===== config.mk =====
export PLATFORM = sky130hd
export DESIGN_NAME = mem_stage_lsu
export DESIGN_NICKNAME = d
export VERILOG_FILES = /design/src/rtl/mem_stage_lsu.sv
export SDC_FILE = /design/constraint.sdc
export NUM_CORES = 1
export LEC_CHECK = 0
export BUFFER_PORTS_ARGS = -buffer_cell sky130_fd_sc_hd__buf_2
export CAP_MARGIN = 20
export CORE_MARGIN = 10
export CORE_UTILIZATION = 49
export CTS_BUF_LIST = sky130_fd_sc_hd__clkbuf_2
export CTS_CLUSTER_SIZE = 28
export DETAILED_ROUTE_END_ITERATION = 12
export PLACE_DENSITY = 0.88
export REMOVE_ABC_BUFFERS = 1
export SYNTH_ARGS = -nofsm -noshare
export SYNTH_HDL_FRONTEND = slang
export SYNTH_SLANG_ARGS = --single-unit

===== constraint.sdc =====
create_clock -name clk -period 3 [get_ports clk]
set_input_delay 0.45 -clock clk [delete_from_list [all_inputs] [get_ports clk]]
set_output_delay 0.45 -clock clk [all_outputs]
set_load 0.005 [all_outputs]

===== src/rtl/mem_stage_lsu.sv =====
// mem_stage_lsu -- MEM-stage load/store unit of the 5-stage RV32I pipeline.
//
// Runs a request/grant/response handshake with data memory for loads and
// stores in the MEM stage. It holds the pipeline stalled while an access is
// outstanding. Load data is formatted (byte/half select, sign/zero extension)
// into M_ld_data for the MEM/WB register.
//
// Ports:
//   clk, rst         clock, asynchronous active-high reset
//   M_mem_re/we      load/store in MEM stage
//   M_funct3         access type (B/H/W/BU/HU)
//   M_alu_out        effective byte address
//   M_rs2_data       store data
//   M_ld_data        formatted load data (holds between loads)
//   lsu_stall        freeze PC/IF/ID/EX/MEM registers
//   dmem_*           data memory request/response interface
//   misalign_exc     only with LSU_MISALIGN_TRAP_EN: misaligned H/W access
//
// Optional build macro: LSU_MISALIGN_TRAP_EN -- when defined, misaligned
// half/word accesses raise misalign_exc instead of going to memory.
//
// state | meaning
// IDLE  | no access outstanding; captures a new access
// REQ   | dmem_req high, request held stable until dmem_gnt
// WAIT  | load granted, waiting for dmem_rvalid
// DONE  | stall released for one cycle so the pipeline advances
module mem_stage_lsu #(
  parameter int ADDR_WIDTH = 14
) (
  input  logic                  clk,
  input  logic                  rst,
  input  logic                  M_mem_re,
  input  logic                  M_mem_we,
  input  logic [2:0]            M_funct3,
  input  logic [31:0]           M_alu_out,
  input  logic [31:0]           M_rs2_data,
  output logic [31:0]           M_ld_data,
  output logic                  lsu_stall,
  output logic                  dmem_req,
  output logic                  dmem_we,
  output logic [ADDR_WIDTH-1:0] dmem_addr,
  output logic [3:0]            dmem_wstrb,
  output logic [31:0]           dmem_wdata,
  input  logic                  dmem_gnt,
  input  logic                  dmem_rvalid,
`ifdef LSU_MISALIGN_TRAP_EN
  output logic                  misalign_exc,
`endif
  input  logic [31:0]           dmem_rdata
);

  typedef enum logic [1:0] {IDLE, REQ, WAIT, DONE} state_t;

  state_t                state_q, state_d;
  logic [ADDR_WIDTH-1:0] addr_q;
  logic                  we_q;
  logic [3:0]            wstrb_q, wstrb_d;
  logic [31:0]           wdata_q, wdata_d;
  logic [2:0]            funct3_q;
  logic [1:0]            off_q;
  logic [31:0]           ld_data_q, ld_fmt;
  logic [7:0]            byte_sel;
  logic [15:0]           half_sel;
  logic                  legal_f3;
  logic                  access;
  logic                  start;

  always_comb begin
    case (M_funct3)
      3'b000, 3'b001, 3'b010, 3'b100, 3'b101: legal_f3 = 1'b1;
      default:                                 legal_f3 = 1'b0;
    endcase
  end

  assign access = (M_mem_re | M_mem_we) & legal_f3;

`ifdef LSU_MISALIGN_TRAP_EN
  logic misalign;
  // funct3[1:0] = 01 covers H and HU; 10 is W (the only legal 1x encoding)
  assign misalign = access &
                    (((M_funct3[1:0] == 2'b01) & M_alu_out[0]) |
                     ((M_funct3[1:0] == 2'b10) & (|M_alu_out[1:0])));
  assign start        = access & ~misalign;
  assign misalign_exc = (state_q == IDLE) & misalign;
`else
  assign start = access;
`endif

  // Store lane steering; offset bits below the access size are ignored.
  always_comb begin
    case (M_funct3[1:0])
      2'b00: begin
        wstrb_d = 4'b0001 << M_alu_out[1:0];
        wdata_d = {4{M_rs2_data[7:0]}};
      end
      2'b01: begin
        wstrb_d = M_alu_out[1] ? 4'b1100 : 4'b0011;
        wdata_d = {2{M_rs2_data[15:0]}};
      end
      default: begin
        wstrb_d = 4'b1111;
        wdata_d = M_rs2_data;
      end
    endcase
  end

  always_comb begin
    case (off_q)
      2'b00:   byte_sel = dmem_rdata[7:0];
      2'b01:   byte_sel = dmem_rdata[15:8];
      2'b10:   byte_sel = dmem_rdata[23:16];
      default: byte_sel = dmem_rdata[31:24];
    endcase
    half_sel = off_q[1] ? dmem_rdata[31:16] : dmem_rdata[15:0];
    case (funct3_q)
      3'b000:  ld_fmt = {{24{byte_sel[7]}}, byte_sel};
      3'b001:  ld_fmt = {{16{half_sel[15]}}, half_sel};
      3'b100:  ld_fmt = {24'h0, byte_sel};
      3'b101:  ld_fmt = {16'h0, half_sel};
      default: ld_fmt = dmem_rdata;
    endcase
  end

  always_ff @(posedge clk or posedge rst) begin
    if (rst) state_q <= IDLE;
    else     state_q <= state_d;
  end

  always_comb begin
    state_d = state_q;
    case (state_q)
      IDLE: if (start)       state_d = REQ;
      REQ:  if (dmem_gnt)    state_d = we_q ? DONE : WAIT;
      WAIT: if (dmem_rvalid) state_d = DONE;
      DONE:                  state_d = IDLE;
      default:               state_d = IDLE;
    endcase
  end

  always_comb begin
    dmem_req  = (state_q == REQ);
    lsu_stall = ((state_q == IDLE) & start) | (state_q == REQ) | (state_q == WAIT);
  end

  always_ff @(posedge clk or posedge rst) begin
    if (rst) begin
      addr_q    <= '0;
      we_q      <= 1'b0;
      wstrb_q   <= 4'h0;
      wdata_q   <= 32'h0;
      funct3_q  <= 3'h0;
      off_q     <= 2'h0;
      ld_data_q <= 32'h0;
    end else begin
      if ((state_q == IDLE) && start) begin
        addr_q   <= M_alu_out[ADDR_WIDTH+1:2];
        we_q     <= M_mem_we;
        wstrb_q  <= wstrb_d;
        wdata_q  <= wdata_d;
        funct3_q <= M_funct3;
        off_q    <= M_alu_out[1:0];
      end
      if ((state_q == WAIT) && dmem_rvalid) ld_data_q <= ld_fmt;
    end
  end

  assign dmem_we    = we_q;
  assign dmem_addr  = addr_q;
  assign dmem_wstrb = wstrb_q;
  assign dmem_wdata = wdata_q;
  assign M_ld_data  = ld_data_q;

endmodule


Word level (Yosys, flattened, before mapping) --
Cells that the tools add are included.
Storage, ports and cells: flip-flop bits (word level) 90, input bits 105, output and inout port bits 85, logic and storage cells 51
Operators by class: eq/ne operators 16, shift-type cells 1, multiplexer cells 12, bitwise operators 5, reduce and logical (&&, ||, !) cells 9
Operator list (count):
- case mux 32 bit (4 select lines) | 1
- case mux 32 bit (2 select lines) | 1
- case mux 8 bit (3 select lines) | 1
- two-way mux 16 bit | 1
- == test 3 bit (second input constant) | 4
- case mux 2 bit (4 select lines) | 1
- case mux 4 bit (2 select lines) | 1
- == test 2 x 1 -> 1 bit (second input constant) | 3
- == test 2 bit (second input constant) | 3
- == test 3 x 1 -> 1 bit (second input constant) | 2
- zero test 2 bit | 3
- zero test 3 bit | 2
- two-way mux 2 bit | 3
- OR reduction 5 bit | 1
- two-way mux 4 bit | 1
- inequality test 2 bit (second input constant) | 2
- left shift 1 x 2 -> 4 bit (first input constant) | 1
- == test 3 x 2 -> 1 bit (second input constant) | 1
- OR 1 bit | 3
- AND reduction 3 bit | 1
- bitwise AND 1 bit | 2
- logical AND 1 bit | 2
- two-way mux 1 bit | 2
- inequality test 2 x 1 -> 1 bit (second input constant) | 1

Longest topological paths before layout --
depth in word-level cells 7, gate-level depth with buffers 7, depth with buffers taken out 6

Worst setup path before layout --
OpenSTA, ideal clock, no wires.
path kind input to output, from in M_funct3[1], to out lsu_stall, arrival time 1.305 ns, data required time 2.550 ns, setup slack 1.245 ns, stages on the path 6, path buffers 3, cell sequence clkbuf_1 -> o21ai_1 -> o211ai_2 -> buf_2 -> buf_2 -> nand2_1
Between the ends: word-level cells in the longest chain between the ends 7, elaborated cells on any way between the ends 11, those cells by class eq/ne: 4; mux: 1; bitwise: 4; reduce/logical: 2
RTL lines:
- from (decl) | RTL line 34 | input logic [2:0] M_funct3,
- == test 3 x 1 -> 1 bit (tied with other cells) | RTL line 69 | case (M_funct3)
- OR reduction 5 bit (*) | RTL line 69
- two-way mux 1 bit (*) | RTL line 69
- bitwise AND 1 bit (*) | RTL line 75 | assign access = (M_mem_re | M_mem_we) & legal_f3;
- bitwise AND 1 bit (*) | RTL line 142 | lsu_stall = ((state_q == IDLE) & start) | (state_q == REQ) | (state_q == WAIT);
- OR 1 bit (*) (2 in series) | RTL line 142
- to (decl) | RTL line 38 | output logic lsu_stall,
Every way passes the cells marked *; elsewhere a longest branch is shown, timed or not.

Worst setup path after layout --
from reg state_q[1], to out lsu_stall
Between the ends: word-level cells in the longest chain between the ends 4, elaborated cells on any way between the ends 6, those cells by class eq/ne: 2; bitwise: 3; reduce/logical: 1
RTL lines:
- from (decl) | RTL line 54 | state_t state_q, state_d;
- from (signal assigned) | RTL line 126 | else state_q <= state_d;
- zero test 2 bit | RTL line 142
- bitwise AND 1 bit | RTL line 142
- OR 1 bit | RTL line 142
- OR 1 bit (*) | RTL line 142
Marked as above.

==> results by group <==
STA
  – Final number of hold-violating endpoints: 0
  – Tcrit/Tclk final: 78.6%
  – Max frequency: approximately 0.42 GHz
  – Unrepaired setup endpoints after global routing: false
  – Skew final: about 27 ps
  – # setup viols final: 0
  – Slew HR: 49.7%
  – Smallest hold slack: 112 ps
  – Slew @ Worst Pin: 752 ps
  – Time the worst path needs with I/O delays and setup: 2360 ps
  – Post-Route Setup TNS: 0 ps
  – Slew Viols, Final: 0

Job
  – Max-capacitance violation count: 0

Synthesis
  – Synthesis warning total: 0
  – Synth area leader: sky130_fd_sc_hd__dfrtp_1
  – Ranking of synthesized cells by instance count: 90 x sky130_fd_sc_hd__dfrtp_1, 63 x sky130_fd_sc_hd__nand2_1, 45 x sky130_fd_sc_hd__o21ai_0
  – Post-Synthesis Cells: 428
  – Synthesized flop and latch total: 90
  – Dominant synthesized flop cell: sky130_fd_sc_hd__dfrtp_1
  – Post-synth top area share: between 50% and 60%
  – Synth async-reset ratio: 100%
  – Dominant cell by count in the synthesized netlist: sky130_fd_sc_hd__dfrtp_1
  – Avg Cell Area, Syn: 10.2 sq um
  – Number of distinct library cells after synthesis: 37
  – Mapped Area: 4360 sq um
  – Cell types with the largest area share after synthesis: sky130_fd_sc_hd__dfrtp_1 52%, sky130_fd_sc_hd__mux2_2 9.0%, sky130_fd_sc_hd__mux2i_1 6.0%, sky130_fd_sc_hd__nand2_1 5.4%, sky130_fd_sc_hd__o21ai_0 5.2%
  – Register area share after synthesis: 51.6%
  – Post-synth EDFFs: 0

Global route
  – Total global routing track utilization: 19.7%
  – Total overflow reported by the global router: 0
  – Global-route wire length before repair: 21.0 mm
  – Via count of the first global-routing pass: 4,166
  – Largest net degree at the start of global routing: 51
  – Antenna violations before repair: 1

Drt
  – Sum of routed wire length over all layers: 13.0 mm
  – Routed len/inst: 18.3 um
  – Topmost layer with routed signal wires: met5
  – Metal-1 WL: 5.11 mm
  – Met2 routed WL: just over 6 mm
  – DRC marker count from the first detailed-route iteration: around 180
  – Met3 Wirelength: 1.48 mm
  – Number of design rule violations left after detail routing: 0
  – Via count of the routed design: 3,935
  – Initial DRT Pass Iterations: 5
  – Number of vias per cell: 5.57
  – Post-route ant nets: 0

Layout
  – Number of standard cells in the layout, taps in and fillers out: 707
  – Area of the multi-input gates: 1940 sq um
  – Post-layout utilization of the core: 62.7%
  – Area occupied by registers: 2250 sq um
  – Fill cells: 726
  – Final net count: between 700 and 800
  – Ratio of cells with drive above 1 in the final layout: 41.9%
  – Number of antenna cells inserted: 0
  – Synthesis-to-finish area growth: 24.7%

Clock tree
  – CTS Root Buffer Type: sky130_fd_sc_hd__clkbuf_2
  – Number of clock sinks: 90
  – CTS H-tree depth: 3
  – Clock-pin transition on the worst setup and hold timing paths: roughly 260 ps
  – Clk Latency, worst-skew pair: between 500 and 600 ps
  – Max Buffers Root-to-Sink: 2
  – CTS buffer count: 9
  – Post-CTS setup buffers: 0
  – Hold-fix buffers, CTS: 1
  – CTS resizes: 0
  – CTS tree: yes

Floorplanning
  – Count of pins on the block boundary: 190
  – Width of the die: 114 um
  – Core region area: 8680 sq um
  – Die area: 13,100 sq um
  – DIE HEIGHT: roughly 110 um
  – Rows: 34
  – Starting density of the core: 50.3%

Power
  – Leakage power total: 2.72 nW
  – Largest voltage drop on the vdd net: ~0.5 mV
  – Power density of the placed cells: around 930 nW/um^2

Critical path
  – Kind of cell adding the most delay to the critical path: flip-flops
  – Combined buffer and inverter count along the critical path: 2
  – Setup crit start kind: flop
  – Data arrival time of the critical path: about 1900 ps
  – Critical Path Max Stage Delay: 460 ps
  – Top fanout value on the critical path: 28
  – Category of the worst setup path capture point: output port
  – Worst endpoint required time: roughly 2600 ps
  – Setup Crit Path Kind: flop to output port
  – Cell chain of the critical path: inv_1 -> ha_1 -> o211ai_4 -> nand2_1 -> buf_2
  – Worst path slowest cell: sky130_fd_sc_hd__dfrtp_1

Run status
  – Outcome: finished clean

Placement
  – Buffers on Ports: around 170
  – Final weighted congestion in routability-driven placement: a little under 0.9
  – Cell total after placement: around 700
  – HPWL after DPL: 10.0 mm

Min path
  – Worst Hold Class: primary input to flop
worst register-to-register path, delay by kind of cell (launching register included):
family	cells	cell delay, ps
AND/OR/NAND/NOR	1	540
AO/OA/AOI/OAI	3	840
flip-flops	1	620
final timing paths:
path | start | endpoint | slack [ps] | depth (start not counted)
worst min-delay path | M_alu_out[2] | dmem_addr[0] | 110 | 2
max in group asynchronous | rst | M_ld_data[4] | 1960 | 4
worst min register to register | dmem_wdata[19] | dmem_wdata[19] | 510 | 2
worst max register to register | funct3_q[0] | M_ld_data[9] | 960 | 4
min in group asynchronous | rst | dmem_wdata[26] | 520 | 4
worst max-delay path | state_q[1] | lsu_stall | 640 | 5
state kept, by name, indices dropped and copies added, names as in the netlist:
signal,flops
dmem_addr,14
state_q,2
dmem_wdata,32
dmem_we,1
off_q,2
dmem_wstrb,4
M_ld_data,32
funct3_q,3
routing by layer:
layer	GRT usage, %	vias to the layer above
met5	0	-
met4	5.93	2
met3	9.17	15
met2	32.0	175
met1	22.6	1907
li1	-	1836
power by group:
part | total, W | internal [W] | leakage [nW] | switching [W]
Combinational | 0.00232 | 0.00111 | 1.56 | 0.00121
Sequential | 0.00213 | 0.00179 | 1.09 | 0.000342
Clock | 0.000623 | 0.000197 | 0.0662 | 0.000426
cell type report:
type	count	share of cell area (%)
tap	108	2.48
timing repair buffer	185	17.8
inverter	6	0.437
sequential	90	41.4
clock inverter	6	1.22
multi-input combinational	302	35.7
clock buffer	10	0.920
stage by stage:
stage	power, W	setup slack (ps)	instance area (sq um)
floorplan	0.00340	187	4210
global placement	0.00438	889	5310
detailed placement	0.00452	791	5310
CTS	0.00513	611	5440
global route	0.00551	440	5440
finish	0.00507	642	5440
layout by cell type (no fill, tap or decap), types with 2 or more instances in the layout:
cell,n
sky130_fd_sc_hd__o21ai_1,10
sky130_fd_sc_hd__o21ai_0,45
sky130_fd_sc_hd__buf_4,10
sky130_fd_sc_hd__mux2i_1,26
sky130_fd_sc_hd__nand2_1,63
sky130_fd_sc_hd__nor2_1,26
sky130_fd_sc_hd__nor3_1,8
sky130_fd_sc_hd__dfrtp_1,90
sky130_fd_sc_hd__a31oi_1,8
sky130_fd_sc_hd__a211oi_1,7
sky130_fd_sc_hd__mux2_2,35
sky130_fd_sc_hd__inv_1,5
sky130_fd_sc_hd__clkinvlp_4,2
sky130_fd_sc_hd__ha_1,3
sky130_fd_sc_hd__o221a_2,7
sky130_fd_sc_hd__nand2b_1,11
sky130_fd_sc_hd__a21oi_1,22
sky130_fd_sc_hd__buf_2,173
sky130_fd_sc_hd__nand3_1,14
sky130_fd_sc_hd__clkbuf_2,10
logic make-up after synthesis:
family | count (synthesis) | synth area share [%]
AO/OA/AOI/OAI | 108 | 15.4
adder cells (fa/ha/maj) | 3 | 0.860
flip-flops | 90 | 51.6
multiplexers | 61 | 15.0
AND/OR/NAND/NOR | 130 | 13.1
buffers and inverters | 36 | 4.07
(Power assumes the default switching activity.)
